**src/rtl/count_pool_arbiter.sv**
```systemverilog
// -----------------------------------------------------------------------------
// count_pool_arbiter
// Shares P bounded repetition counters among R counting-constraint states.
// A state requests a slot on constraint entry (start). Free slots are granted
// round-robin over requesters, lowest-index free slot first. The owning state's
// consecutive matches (inc) are counted. The slot is released on the first
// mismatch, or once the count can no longer satisfy the bounds.
// All state updates occur on the falling clock edge.
//
// Ports:
//   clk        in   clock (state updates on negedge)
//   rst        in   asynchronous active-low reset
//   en         in   global enable; 0 holds all state
//   start[R]   in   per-state counter request / restart
//   inc[R]     in   per-state character-class match
//   hit[R]     out  owned slot count is within bounds
//   alloc_fail[R] out one-cycle pulse: request denied, pool exhausted
//   slot_busy[P] out per-slot valid flag
//   pool_full  out  all slots valid
// -----------------------------------------------------------------------------
module count_pool_arbiter #(
   parameter int R  = 4,
   parameter int P  = 2,
   parameter int K  = 4,
   parameter int LO = 12,
   parameter int HI = 12,
   parameter int G  = 1
) (
   input  logic         clk,
   input  logic         rst,
   input  logic         en,
   input  logic [R-1:0] start,
   input  logic [R-1:0] inc,
   output logic [R-1:0] hit,
   output logic [R-1:0] alloc_fail,
   output logic [P-1:0] slot_busy,
   output logic         pool_full
);

   localparam int          OW   = (R > 1) ? $clog2(R) : 1;
   localparam int unsigned RU   = R;
   localparam int unsigned PU   = P;
   localparam logic [K-1:0] LO_K = K'(LO);
   localparam logic [K-1:0] HI_K = K'(HI);

   logic [P-1:0]  r_valid;
   logic [OW-1:0] r_owner [P];
   logic [K-1:0]  r_cnt   [P];
   logic [OW-1:0] r_rr;
   logic [R-1:0]  r_fail;

   logic [P-1:0]  w_valid_nxt;
   logic [OW-1:0] w_owner_nxt [P];
   logic [K-1:0]  w_cnt_nxt   [P];
   logic [OW-1:0] w_rr_nxt;
   logic [R-1:0]  w_fail_nxt;
   logic [R-1:0]  w_owned;
   logic [P-1:0]  w_in_bounds;
   logic [P-1:0]  w_taken;
   logic [OW-1:0] w_idx;
   logic          w_found;

   // Per-slot bound check and per-state ownership, from registered state only.
   always_comb begin
      w_owned     = '0;
      w_in_bounds = '0;
      hit         = '0;
      for (int unsigned p = 0; p < PU; p++) begin
         if (G == 0)      w_in_bounds[p] = (r_cnt[p] <= HI_K);
         else if (G == 2) w_in_bounds[p] = (r_cnt[p] >= LO_K);
         else             w_in_bounds[p] = (r_cnt[p] >= LO_K) && (r_cnt[p] <= HI_K);
         if (r_valid[p]) begin
            w_owned[r_owner[p]] = 1'b1;
            if (w_in_bounds[p]) hit[r_owner[p]] = 1'b1;
         end
      end
   end

   // Next-state: owned slots first (restart / count / release), then
   // allocation of new requests against slots that were free before the edge.
   always_comb begin
      w_valid_nxt = r_valid;
      w_owner_nxt = r_owner;
      w_cnt_nxt   = r_cnt;
      w_rr_nxt    = r_rr;
      w_fail_nxt  = '0;
      w_taken     = r_valid;
      w_idx       = '0;
      w_found     = 1'b0;

      for (int unsigned p = 0; p < PU; p++) begin
         if (r_valid[p]) begin
            if (start[r_owner[p]]) begin
               w_cnt_nxt[p] = '0;
            end else if (inc[r_owner[p]]) begin
               if ((G == 2) || (r_cnt[p] < HI_K)) begin
                  if (r_cnt[p] != '1) w_cnt_nxt[p] = r_cnt[p] + 1'b1;
               end else begin
                  // Count passed HI: this run can never hit again.
                  w_valid_nxt[p] = 1'b0;
                  w_cnt_nxt[p]   = '0;
               end
            end else begin
               w_valid_nxt[p] = 1'b0;
               w_cnt_nxt[p]   = '0;
            end
         end
      end

      for (int unsigned k = 0; k < RU; k++) begin
         w_idx = OW'((32'(r_rr) + k) % RU);
         if (start[w_idx] && !w_owned[w_idx]) begin
            w_found = 1'b0;
            for (int unsigned p = 0; p < PU; p++) begin
               if (!w_found && !w_taken[p]) begin
                  w_taken[p]     = 1'b1;
                  w_valid_nxt[p] = 1'b1;
                  w_owner_nxt[p] = w_idx;
                  w_cnt_nxt[p]   = '0;
                  w_found        = 1'b1;
               end
            end
            // Later grants in service order overwrite, leaving last-grant + 1.
            if (w_found) w_rr_nxt = OW'((32'(w_idx) + 1) % RU);
            else         w_fail_nxt[w_idx] = 1'b1;
         end
      end
   end

   always_ff @(negedge clk or negedge rst) begin
      if (!rst) begin
         r_valid <= '0;
         r_rr    <= '0;
         r_fail  <= '0;
         for (int unsigned p = 0; p < PU; p++) begin
            r_owner[p] <= '0;
            r_cnt[p]   <= '0;
         end
      end else if (en) begin
         r_valid <= w_valid_nxt;
         r_rr    <= w_rr_nxt;
         r_fail  <= w_fail_nxt;
         for (int unsigned p = 0; p < PU; p++) begin
            r_owner[p] <= w_owner_nxt[p];
            r_cnt[p]   <= w_cnt_nxt[p];
         end
      end
   end

   assign alloc_fail = r_fail;
   assign slot_busy  = r_valid;
   assign pool_full  = &r_valid;

endmodule
```
**config.mk**
```make
export PLATFORM = sky130hd
export DESIGN_NAME = count_pool_arbiter
export DESIGN_NICKNAME = d
export VERILOG_FILES = /design/src/rtl/count_pool_arbiter.sv
export SDC_FILE = /design/constraint.sdc
export NUM_CORES = 1
export LEC_CHECK = 0
export CORE_UTILIZATION = 62
export DETAILED_ROUTE_END_ITERATION = 10
export PLACE_DENSITY_LB_ADDON = 0.05
export SLEW_MARGIN = 0
export SYNTH_ARGS = -nofsm -noshare
export SYNTH_HDL_FRONTEND = slang
export SYNTH_SLANG_ARGS = --single-unit
```
**constraint.sdc**
```tcl
create_clock -name clk -period 7.6 [get_ports clk]
set_input_delay 1.14 -clock clk [delete_from_list [all_inputs] [get_ports clk]]
set_output_delay 1.14 -clock clk [all_outputs]
set_load 0.005 [all_outputs]
```
# Yosys cells after proc, flatten, opt, wreduce, memory -nomap -nowiden
# Index checks and enable logic that the tools add are counted.
[totals]
regBits = 20
latchBits = 0
mem_bits_rw = 0
rom_bits = 0
input_bits = 11
output_inout_bits = 11
wordCells = 203
memories = 0
[classes]
add_sub_neg = 8
n_mul = 0
div = 0
magnitude_cmp = 18
eq_ne = 2
shift = 0
mux = 134
n_bitwise = 5
reduce_logical = 29
[op_table]
columns = ["op", "count"]
rows = [
  ["4-bit two-way mux", 36],
  ["1-bit two-way mux", 53],
  ["2-bit two-way mux", 23],
  ["8-bit two-way mux", 4],
  ["1-bit binary-select mux with 2-bit select", 12],
  ["4-bit OR", 5],
  ["2-bit by 3-bit less-than comparator with 1-bit output, second input constant", 6],
  ["1-bit logical AND", 16],
  ["1-bit demux with 2-bit select", 6],
  ["2-bit by 1-bit greater-or-equal comparator with 1-bit output, second input constant", 6],
  ["1-bit logical NOT", 12],
  ["2-bit by 1-bit adder with 2-bit output, second input constant", 4],
  ["4-bit by 1-bit adder with 4-bit output, second input constant", 2],
  ["4-bit greater-or-equal comparator, second input constant", 2],
  ["4-bit less-or-equal comparator, second input constant", 2],
  ["4-bit less-than comparator, second input constant", 2],
  ["4-bit inequality test, second input constant", 2],
  ["2-bit adder, second input constant", 2],
  ["2-bit AND reduction", 1],
]

# Logic depth before layout (Yosys ltp)
# Gate-level depths: netlist of the first run.
[depth]
word_depth = 36
depth_mapped = 12

==> key figures, run 1 <==
Synth
  • Syn avg cell area: 8.20 um^2
  • Post-synth top area cell: dfrtn_1
  • Synth Flop Type: dfrtn_1
  • Synth Net Count: 280
  • Post-synthesis sequential area ratio: 23.4%
  • Synth top cells by count: 26 x nand2_1, 20 x dfrtn_1, 17 x nor2_1, 16 x a21oi_1, 15 x o21ai_0
  • Most common cell in the netlist: nand2_1
  • Yosys reg bits: 20
  • Synth Warn #: 0
  • Share of the synthesized area in the top cell type: 23.4%
  • Gate Count Post-Synth: 261
  • Ys async rst share: 100%
  • Number of synthesized flops with an enable pin: 0
  • Area contributors post-synth: dfrtn_1 23%, mux4_2 9.5%, ha_1 4.7%
  • Library cells used by synthesis: 58
  • Mapped Area: 0.00214 mm^2

Setup path
  • WP data required: 3960 ps
  • CP peak stage delay: 640 ps
  • Worst Path Buf+Inv: 1
  • Worst Setup End Kind: register
  • Crit-path cells: clkdlybuf4s50_1 -> and3_1 -> mux4_2 -> o21ai_1 -> o211ai_1 -> a211oi_2 -> o31ai_2 -> mux2_4
  • Crit Path Category: in -> reg
  • Reg2reg end: r_cnt[0]$_DFFE_NN0P_
  • CP max FO: 12
  • R2r startpoint: r_rr[0]$_DFFE_NN0P_
  • Family with the most delay on the worst path: multiplexers
  • Startpoint Class: primary input
  • R2R Setup Slk: 4040 ps
  • Slowest cell on the critical path: mux4_2
  • Cell depth of the worst flop-to-flop path: 8
  • Data arrival, critical path: 3590 ps

Run
  • Max Cap Viol: 0

Timing
  • Slew HR: 36.7%
  • Final setup violation count: 0
  • Final hold vios: 0
  • Worst hold slack: 447 ps
  • Slew Viols, Final: 0
  • Final worst slack: 366 ps
  • Worst Skew: 1.86 ps
  • Unrepaired setup endpoints after global routing: no
  • Least-Margin Pin Slew: 947 ps
  • Sum Neg Setup Slack: 0 ps

Final layout
  • Fillers: 264
  • # diodes: 0
  • Layout cell share with drive strength beyond 1: 12.3%
  • Synth-to-layout area growth: 14.2%
  • Post-Layout Inst Area: 0.00244 mm^2
  • Nets: 297
  • Final std cells w/o fill: 321
  • Seq. cell area: 500 um^2
  • Util after Layout: 77.5%
  • Multi-input logic area: 0.00148 mm^2

Floorplanning
  • Die span in x: 60.7 um
  • DIE AREA: 0.00369 mm^2
  • Initial core utilization: 67.9%
  • I/O pin total: 22
  • Die height: 60.7 um
  • Core box area: 0.00315 mm^2
  • FP Rows: 20

Worst hold path
  • Hold path start: alloc_fail[2]$_DFFE_NN0P_
  • Hold path depth: 1
  • Hold Path Class: reg -> reg
  • Hold Path Sink: alloc_fail[2]$_DFFE_NN0P_

Placed design
  • Buffers on Ports: 21
  • Pre-CTS setup slack: 63.6 ps
  • Post-DP Area: 0.00239 mm^2
  • Global placement routability congestion: 0.897
  • Cells after DPL: 317
  • Post-DP HPWL: 3990 um

Power
  • P_leak: 0.963 nW
  • Worst vdd ir: 0.357 mV
  • P per Cell Area: 479 mW/mm^2
  • Total power: 1.17 mW

CTS
  • Sink Count: 20
  • Clock tree root buffer cell: clkbuf_4
  • CTS buffer count: 3
  • Clk_lat worst skew: 300 ps
  • # hold bufs at CTS: 0
  • Cts repair resizes: 0
  • H-tree levels: 1
  • Postcts setup bufs: 0
  • CTS tree: done
  • CTS clk-pin slew, worst paths: 80 ps
  • CTS max path bufs: 2

Detailed routing
  • Initial drt markers: 163
  • Via-to-Cell Ratio: 6.76
  • Routed WL per cell: 17.1 um
  • First-pass iteration count of the detailed router: 5
  • Via Count: 2,169
  • Detail Route Antenna Nets: 0
  • Residual DRC count: 0
  • WL final: 5510 um

GRT
  • Initial antenna violation count: 0
  • Largest net degree at the start of global routing: 33
  • First-pass GRT wire length: 9150 um
  • Vias in the first global route: 2,057
  • Remaining Overflow, GRT: 0
  • Gr usage total: 32.7%

Status
  • Outcome: finished clean
## power by group
group	switching [mW]	total, mW	internal [mW]
Combinational	0.495	0.863	0.368
Sequential	0.0709	0.219	0.148
Clock	0.0355	0.0888	0.0533
Total	0.601	1.17	0.569
## routing by layer
layer | GRT usage, % | up-vias | part of all wire (%)
li1 | - | 1025 | -
met1 | 43.4 | 1029 | 42
met2 | 54.5 | 103 | 48
met3 | 6.18 | 12 | 8.2
met4 | 9.74 | 0 | 1.7
met5 | 0 | - | 0
## worst max path at each step
stage | from | endpoint | slack (ps) | cells past startpoint
5_1_grt | start[2] | r_cnt[0]$_DFFE_NN0P_ | 230 | 8
3_3_place_gp | start[2] | r_cnt[0]$_DFFE_NN0P_ | 130 | 8
4_1_cts | start[2] | r_cnt[0]$_DFFE_NN0P_ | 380 | 8
3_5_place_dp | start[2] | r_cnt[0]$_DFFE_NN0P_ | 60 | 8
6_report | start[2] | r_cnt[0]$_DFFE_NN0P_ | 370 | 8
2_1_floorplan | start[2] | r_cnt[0]$_DFFE_NN0P_ | 580 | 9
## flip-flops by register name (all words and copies together), names as in the netlist
signal      flops
r_cnt           8
alloc_fail      4
r_owner         4
r_rr            2
slot_busy       2
## worst register-to-register path: stages (launching register included)
cell      delay, ps
dfrtn_1         720
inv_1           370
ha_1            680
mux4_2          530
o21ai_1         160
o211ai_1        130
a211oi_2        430
o31ai_2         130
mux2_4          270
## logic make-up after synthesis
family          synth area share (%)
compound gates                  27.4
xor+xnor                        1.58
fa+ha+maj                       5.15
buf+inv                         7.49
flops                           23.4
mux                             12.5
simple gates                    22.5
## cells in the final DEF, fill, tap and decap left out, types with 2 or more instances in the layout
cell and n:
nor4_1 4, and3_1 4, a211oi_1 2, nor2b_1 3, nand4_1 4, nand2b_1 5, o32ai_1 3, a21oi_1 16
mux4_2 9, o31ai_1 3, nand3_1 9, a22oi_1 3, inv_1 14, o22a_1 5, o22ai_1 6, mux2i_1 5
buf_4 12, clkdlybuf4s50_1 21, ha_1 8, o211ai_1 7, a32oi_1 2, nor3_1 8, dfrtn_1 20, clkbuf_4 3
or3_1 2, a31o_2 2, o21ai_0 15, o41ai_1 2, and2_1 2, nand2_1 26, nand3b_1 5, nor2_1 17
a22o_1 3, a31oi_1 3, o221ai_1 2
## area by class of cell
class	instances	share of cell area, %
Multi-Input combinational cell	205	60.5
Sequential cell	20	20.5
Timing Repair Buffer	33	12.3
Inverter	15	2.30
Tap cell	44	2.25
Clock inverter	1	1.23
Clock buffer	3	0.922
(Power assumes the default switching activity.)
==> inputs of run 2 (changes only) <==
--- a/config.mk
+++ b/config.mk
@@ -5,9 +5,11 @@
 export SDC_FILE = /design/constraint.sdc
 export NUM_CORES = 1
 export LEC_CHECK = 0
+export CORE_ASPECT_RATIO = 0.8
 export CORE_UTILIZATION = 62
 export DETAILED_ROUTE_END_ITERATION = 10
 export PLACE_DENSITY_LB_ADDON = 0.05
+export SKIP_LAST_GASP = 1
 export SLEW_MARGIN = 0
 export SYNTH_ARGS = -nofsm -noshare
 export SYNTH_HDL_FRONTEND = slang
==> run 2 against run 1 <==
Effect of this change:
- design area grew 0.21%
- hold slack lost 2.7 ps
- core utilization shrank 0.39 points
- non-clock buffer count grew 1
- combinational power grew 0.7%
- count of clock-buffer cells in the layout grew 1
- register-to-register slack gained 40 ps
- power grew 0.22%
- clock power shrank 6.5%
- critical path depth is the same
- cell count shrank 0.93%
- via count grew 2.9%
- critical endpoint unchanged
==> key figures, run 2 (synthesized netlist as in run 1, its figures left out) <==
Status
  • Outcome: finished clean (unchanged)

Setup path
  • Startpoint Class: primary input (unchanged)
  • CP max FO: 12 (unchanged)
  • CP startpoint: start[2] (unchanged)
  • Crit Path Category: in -> reg (unchanged)
  • Worst Setup End Kind: register (unchanged)
  • R2r startpoint: r_rr[0]$_DFFE_NN0P_ (unchanged)
  • R2R Setup Slk: 4080 ps (was 4040 ps)
  • Reg2reg end: r_cnt[0]$_DFFE_NN0P_ (unchanged)
  • Worst setup path end: r_cnt[0]$_DFFE_NN0P_ (unchanged)
  • Cell depth of the worst flop-to-flop path: 8 (unchanged)
  • Data arrival, critical path: 3590 ps (about the same)
  • WP data required: 3930 ps (was 3960 ps)

Final layout
  • Top reg by flops: r_cnt (unchanged)
  • Most common cell after layout, fill and taps aside: nand2_1 (unchanged)
  • Multi-input logic area: 0.00148 mm^2 (unchanged)
  • Commonest cells after routing, fill and taps aside: 26 x nand2_1, 21 x clkdlybuf4s50_1, 20 x dfrtn_1 (unchanged)
  • Layout cell share with drive strength beyond 1: 12.6% (was 12.3%)
  • Nets: 298 (was 297)
  • Seq. cell area: 500 um^2 (unchanged)
  • Fillers: 260 (was 264)
  • Max FFs per register: 8 (unchanged)
  • # diodes: 0 (unchanged)
  • Util after Layout: 77.1% (was 77.5%)
  • Post-Layout Inst Area: 0.00245 mm^2 (was 0.00244 mm^2)
  • Synth-to-layout area growth: 14.4% (was 14.2%)

CTS
  • Cts repair resizes: 0 (unchanged)
  • Clk_lat worst skew: 280 ps (was 300 ps)
  • Postcts setup bufs: 0 (unchanged)
  • CTS clk-pin slew, worst paths: 50 ps (was 80 ps)
  • # hold bufs at CTS: 0 (unchanged)
  • CTS tree: done (unchanged)
  • Sink Count: 20 (unchanged)
  • CTS max path bufs: 2 (unchanged)
  • Clock tree root buffer cell: clkbuf_8 (was clkbuf_4)
  • CTS buffer count: 3 (unchanged)
  • H-tree levels: 1 (unchanged)

Timing
  • Worst Skew: 5.14 ps (was 1.86 ps)
  • Least-Margin Pin Slew: 989 ps (was 947 ps)
  • Slew Viols, Final: 0 (unchanged)
  • Worst hold slack: 444 ps (was 447 ps)
  • Final setup violation count: 0 (unchanged)
  • Sum Neg Setup Slack: 0 ps (unchanged)
  • Slew HR: 33.9% (was 36.7%)
  • Unrepaired setup endpoints after global routing: no (unchanged)
  • Final hold vios: 0 (unchanged)

Placed design
  • Post-DP HPWL: 4160 um (was 3990 um)
  • Buffers on Ports: 21 (unchanged)
  • Post-DP Area: 0.00239 mm^2 (about the same)
  • Global placement routability congestion: 0.895 (was 0.897)

GRT
  • First-pass GRT wire length: 9160 um (was 9150 um)
  • Initial antenna violation count: 0 (unchanged)
  • Vias in the first global route: 1,940 (was 2,057)
  • Largest net degree at the start of global routing: 26 (was 33)
  • Remaining Overflow, GRT: 0 (unchanged)
  • Gr usage total: 33.8% (was 32.7%)

Detailed routing
  • Via Count: 2,231 (was 2,169)
  • First-pass iteration count of the detailed router: 5 (unchanged)
  • Routed WL per cell: 17.7 um (was 17.1 um)
  • Detail Route Antenna Nets: 0 (unchanged)
  • Initial drt markers: 167 (was 163)
  • Via-to-Cell Ratio: 7.02 (was 6.76)
  • WL final: 5640 um (was 5510 um)
  • Residual DRC count: 0 (unchanged)

Floorplanning
  • Initial core utilization: 67.4% (was 67.9%)
  • Core box area: 0.00318 mm^2 (was 0.00315 mm^2)
  • Die height: 54.5 um (was 60.7 um)
  • I/O pin total: 22 (unchanged)
  • FP Rows: 18 (was 20)
  • Die span in x: 67.7 um (was 60.7 um)
  • DIE AREA: 0.00369 mm^2 (about the same)

Run
  • Max Cap Viol: 0 (unchanged)

Worst hold path
  • Hold Path Class: reg -> reg (unchanged)

Power
  • P_leak: 0.969 nW (was 0.963 nW)
  • P per Cell Area: 479 mW/mm^2 (about the same)
  • Worst vdd ir: 0.414 mV (was 0.357 mV)
## run 2: area by class of cell
cell class | count | area share [%]
repair buffers | 34 | 12.6
well taps | 40 | 2.04
multi-input cells | 205 | 60.4
clock buffers | 4 | 2.25
inverters | 15 | 2.30
flip-flops and latches | 20 | 20.4
## run 2: worst min path at each step
stage / start / endpoint / slack [ps] / depth (start not counted)
finish: alloc_fail[3]$_DFFE_NN0P_ / alloc_fail[3]$_DFFE_NN0P_ / 440 / 1
global route: alloc_fail[2]$_DFFE_NN0P_ / alloc_fail[2]$_DFFE_NN0P_ / 470 / 1
CTS: alloc_fail[3]$_DFFE_NN0P_ / alloc_fail[3]$_DFFE_NN0P_ / 450 / 1
detailed placement: alloc_fail[1]$_DFFE_NN0P_ / alloc_fail[1]$_DFFE_NN0P_ / 450 / 1
global placement: alloc_fail[3]$_DFFE_NN0P_ / alloc_fail[3]$_DFFE_NN0P_ / 440 / 1
floorplan: r_cnt[4]$_DFFE_NN0P_ / r_cnt[4]$_DFFE_NN0P_ / 440 / 1
## run 2: power by group
part           switching, mW  internal (mW)
combinational          0.499          0.371
sequential            0.0732          0.148
clock                 0.0368         0.0462
## run 2: critical path, stage by stage
cell and delay (ps):
clkdlybuf4s50_1 460, and3_1 240, mux4_2 650, o21ai_1 170, o211ai_1 130, a211oi_2 390
o31ai_2 120, mux2_4 280
## run 2: per-layer routing
metal | part of all wire [%] | global-route usage [%] | vias up
li1 | - | - | 1029
met1 | 43 | 46.1 | 1070
met2 | 46 | 55.4 | 121
met3 | 9.6 | 7.29 | 11
met4 | 1.3 | 6.38 | 0
met5 | 0 | 0 | -
## run 2: through the flow
stage	total power, mW	std cells	setup WS [ps]
after floorplan	0.849	261	578
after global placement	1.06	314	136
after detailed placement	1.07	314	76.1
after CTS	1.16	318	377
after global routing	1.27	318	234
final	1.17	318	336
==> inputs of run 3 (changes only) <==
--- a/config.mk
+++ b/config.mk
@@ -6,7 +6,7 @@
 export NUM_CORES = 1
 export LEC_CHECK = 0
 export CORE_ASPECT_RATIO = 0.8
-export CORE_UTILIZATION = 62
+export CORE_UTILIZATION = 58
 export DETAILED_ROUTE_END_ITERATION = 10
 export PLACE_DENSITY_LB_ADDON = 0.05
 export SKIP_LAST_GASP = 1
==> constraint.sdc (replaced) <==
create_clock -name clk -period 8 [get_ports clk]
set_input_delay 1.2 -clock clk [delete_from_list [all_inputs] [get_ports clk]]
set_output_delay 1.2 -clock clk [all_outputs]
set_load 0.005 [all_outputs]
==> run 3 against run 2 <==
Effect of this change:
- flip-flop and latch count unchanged
- combinational power is 6.7% lower
- count of clock-buffer cells in the layout decreased by 1
- wire length shrank 2.3%
- critical path depth is the same
- hold slack gained 2.9 ps
- die area increased by 6.7%
- global-route usage down 3.7 points
- power is 4.4% lower
- sequential power down 5%
- largest cell class unchanged
- clock power increased by 22%
- via count shrank 4.0%
- highest routed layer unchanged
==> key figures, run 3 (synthesized netlist as in run 1, its figures left out) <==
Detailed routing
  • Routed WL per cell: 17.4 um (was 17.7 um)
  • Detail Route Antenna Nets: 0 (unchanged)
  • Initial drt markers: 163 (was 167)
  • Via Count: 2,141 (was 2,231)
  • Residual DRC count: 0 (unchanged)
  • WL final: 5510 um (was 5640 um)
  • First-pass iteration count of the detailed router: 6 (was 5)
  • Via-to-Cell Ratio: 6.75 (was 7.02)

Timing
  • Slew HR: 39.2% (was 33.9%)
  • Sum Neg Setup Slack: 0 ps (unchanged)
  • Unrepaired setup endpoints after global routing: no (unchanged)
  • Final hold vios: 0 (unchanged)
  • Final setup violation count: 0 (unchanged)
  • Least-Margin Pin Slew: 910 ps (was 989 ps)
  • Final worst slack: 383 ps (was 336 ps)
  • Slew Viols, Final: 0 (unchanged)
  • Worst Skew: 3.97 ps (was 5.14 ps)

Worst hold path
  • Hold Path Sink: alloc_fail[2]$_DFFE_NN0P_ (was alloc_fail[3]$_DFFE_NN0P_)
  • Hold Path Class: reg -> reg (unchanged)
  • Hold path start: alloc_fail[2]$_DFFE_NN0P_ (was alloc_fail[3]$_DFFE_NN0P_)
  • Hold path depth: 1 (unchanged)

Setup path
  • Reg2reg end: r_cnt[0]$_DFFE_NN0P_ (unchanged)
  • Worst Setup End Kind: register (unchanged)
  • Crit Path Category: in -> reg (unchanged)
  • R2R Setup Slk: 4420 ps (was 4080 ps)
  • R2r startpoint: r_rr[0]$_DFFE_NN0P_ (unchanged)
  • Cell depth of the worst flop-to-flop path: 8 (unchanged)
  • WP data required: 4120 ps (was 3930 ps)
  • CP max FO: 7 (was 12)
  • Data arrival, critical path: 3740 ps (was 3590 ps)
  • Startpoint Class: primary input (unchanged)

Run
  • Max Cap Viol: 0 (unchanged)

Power
  • Switching Share: 51.1% (was 51.9%)
  • Combinational group share of total power: 72.3% (was 74.1%)
  • Sw Pwr: 574 uW (was 609 uW)
  • Worst vdd ir: 0.339 mV (was 0.414 mV)
  • Internal: 548 uW (was 565 uW)
  • P_leak: 0.962 nW (was 0.969 nW)
  • Sequential share of power: 18.7% (was 18.8%)
  • P per Cell Area: 459 mW/mm^2 (was 479 mW/mm^2)
  • Clk pwr share: 9.0% (was 7.1%)

GRT
  • Gr usage total: 30.1% (was 33.8%)
  • First-pass GRT wire length: 9520 um (was 9160 um)
  • Vias in the first global route: 1,964 (was 1,940)
  • Largest net degree at the start of global routing: 26 (unchanged)
  • Remaining Overflow, GRT: 0 (unchanged)
  • Initial antenna violation count: 0 (unchanged)

CTS
  • Clock tree root buffer cell: clkbuf_8 (unchanged)
  • CTS tree: done (unchanged)
  • CTS clk-pin slew, worst paths: 50 ps (about the same)
  • H-tree levels: 1 (unchanged)
  • Cts repair resizes: 0 (unchanged)
  • Clk_lat worst skew: 270 ps (was 280 ps)
  • Sink Count: 20 (unchanged)
  • CTS max path bufs: 2 (unchanged)
  • # hold bufs at CTS: 0 (unchanged)
  • Postcts setup bufs: 0 (unchanged)
  • CTS buffer count: 3 (unchanged)

Floorplanning
  • Initial core utilization: 61.6% (was 67.4%)
  • DIE AREA: 0.00394 mm^2 (was 0.00369 mm^2)
  • Die height: 56.3 um (was 54.5 um)
  • FP Rows: 19 (was 18)
  • Core box area: 0.00347 mm^2 (was 0.00318 mm^2)
  • I/O pin total: 22 (unchanged)
  • Die span in x: 69.9 um (was 67.7 um)

Placed design
  • Global placement routability congestion: 0.893 (was 0.895)
  • Buffers on Ports: 21 (unchanged)
  • Post-DP HPWL: 4060 um (was 4160 um)
  • Pre-CTS setup slack: 169 ps (was 76.1 ps)
  • Post-DP Area: 0.00237 mm^2 (was 0.00239 mm^2)

Status
  • Outcome: finished clean (unchanged)

Final layout
  • Post-Layout Inst Area: 0.00244 mm^2 (was 0.00245 mm^2)
  • Max FFs per register: 8 (unchanged)
  • Commonest cells after routing, fill and taps aside: 26 x nand2_1, 21 x clkdlybuf4s50_1, 20 x dfrtn_1 (unchanged)
  • # diodes: 0 (unchanged)
  • Top reg by flops: r_cnt (unchanged)
  • Nets: 295 (was 298)
  • Layout cell share with drive strength beyond 1: 11.6% (was 12.6%)
  • Synth-to-layout area growth: 14.3% (was 14.4%)
  • Most common cell after layout, fill and taps aside: nand2_1 (unchanged)
## run 3: worst max path at each step
stage / start / endpoint / slack [ps] / cells after the start
2_1_floorplan: start[2] / r_cnt[0]$_DFFE_NN0P_ / 720 / 9
5_1_grt: start[2] / r_cnt[0]$_DFFE_NN0P_ / 240 / 8
4_1_cts: start[2] / r_cnt[0]$_DFFE_NN0P_ / 400 / 8
3_3_place_gp: start[2] / r_cnt[0]$_DFFE_NN0P_ / 220 / 8
3_5_place_dp: start[2] / r_cnt[0]$_DFFE_NN0P_ / 170 / 8
6_report: start[2] / r_cnt[0]$_DFFE_NN0P_ / 380 / 8
## run 3: critical path, stage by stage
cell	delay, ps
clkdlybuf4s50_1	460
and3_1	230
mux4_2	590
xnor2_2	240
o211ai_1	130
a211oi_2	460
o31ai_2	130
mux2_4	280
## run 3: power groups by stage
stage	Sequential, mW	Clock [mW]	Combinational [mW]
floorplan	0.168	0	0.639
global placement	0.210	0	0.784
detailed placement	0.210	0	0.796
CTS	0.209	0.104	0.802
global route	0.217	0.107	0.893
finish	0.210	0.101	0.811
## run 3: cell type report
class                   instances  area (um^2)
clock inverters                 1         30.0
clock buffers                   3         41.3
flip-flops and latches         20          500
multi-input cells             205         1480
inverters                      15         56.3
repair buffers                 31          285
fillers                       295         1030
well taps                      42         52.6
## run 3: stage by stage
stage	hold WS (ps)	util [%]	power, mW	cells
6_report	447	70.4	1.12	317
5_1_grt	479	70.4	1.22	317
4_1_cts	453	70.4	1.11	317
3_5_place_dp	450	68.4	1.01	313
3_3_place_gp	445	68.4	0.993	313
2_1_floorplan	437	-	0.807	261
## run 3: per-layer routing
metal | part of all wire (%) | GRT usage [%]
met2 | 47 | 48.1
met5 | 0 | 0
met3 | 7.8 | 6.82
met4 | 0.98 | 6.86
met1 | 44 | 41.9
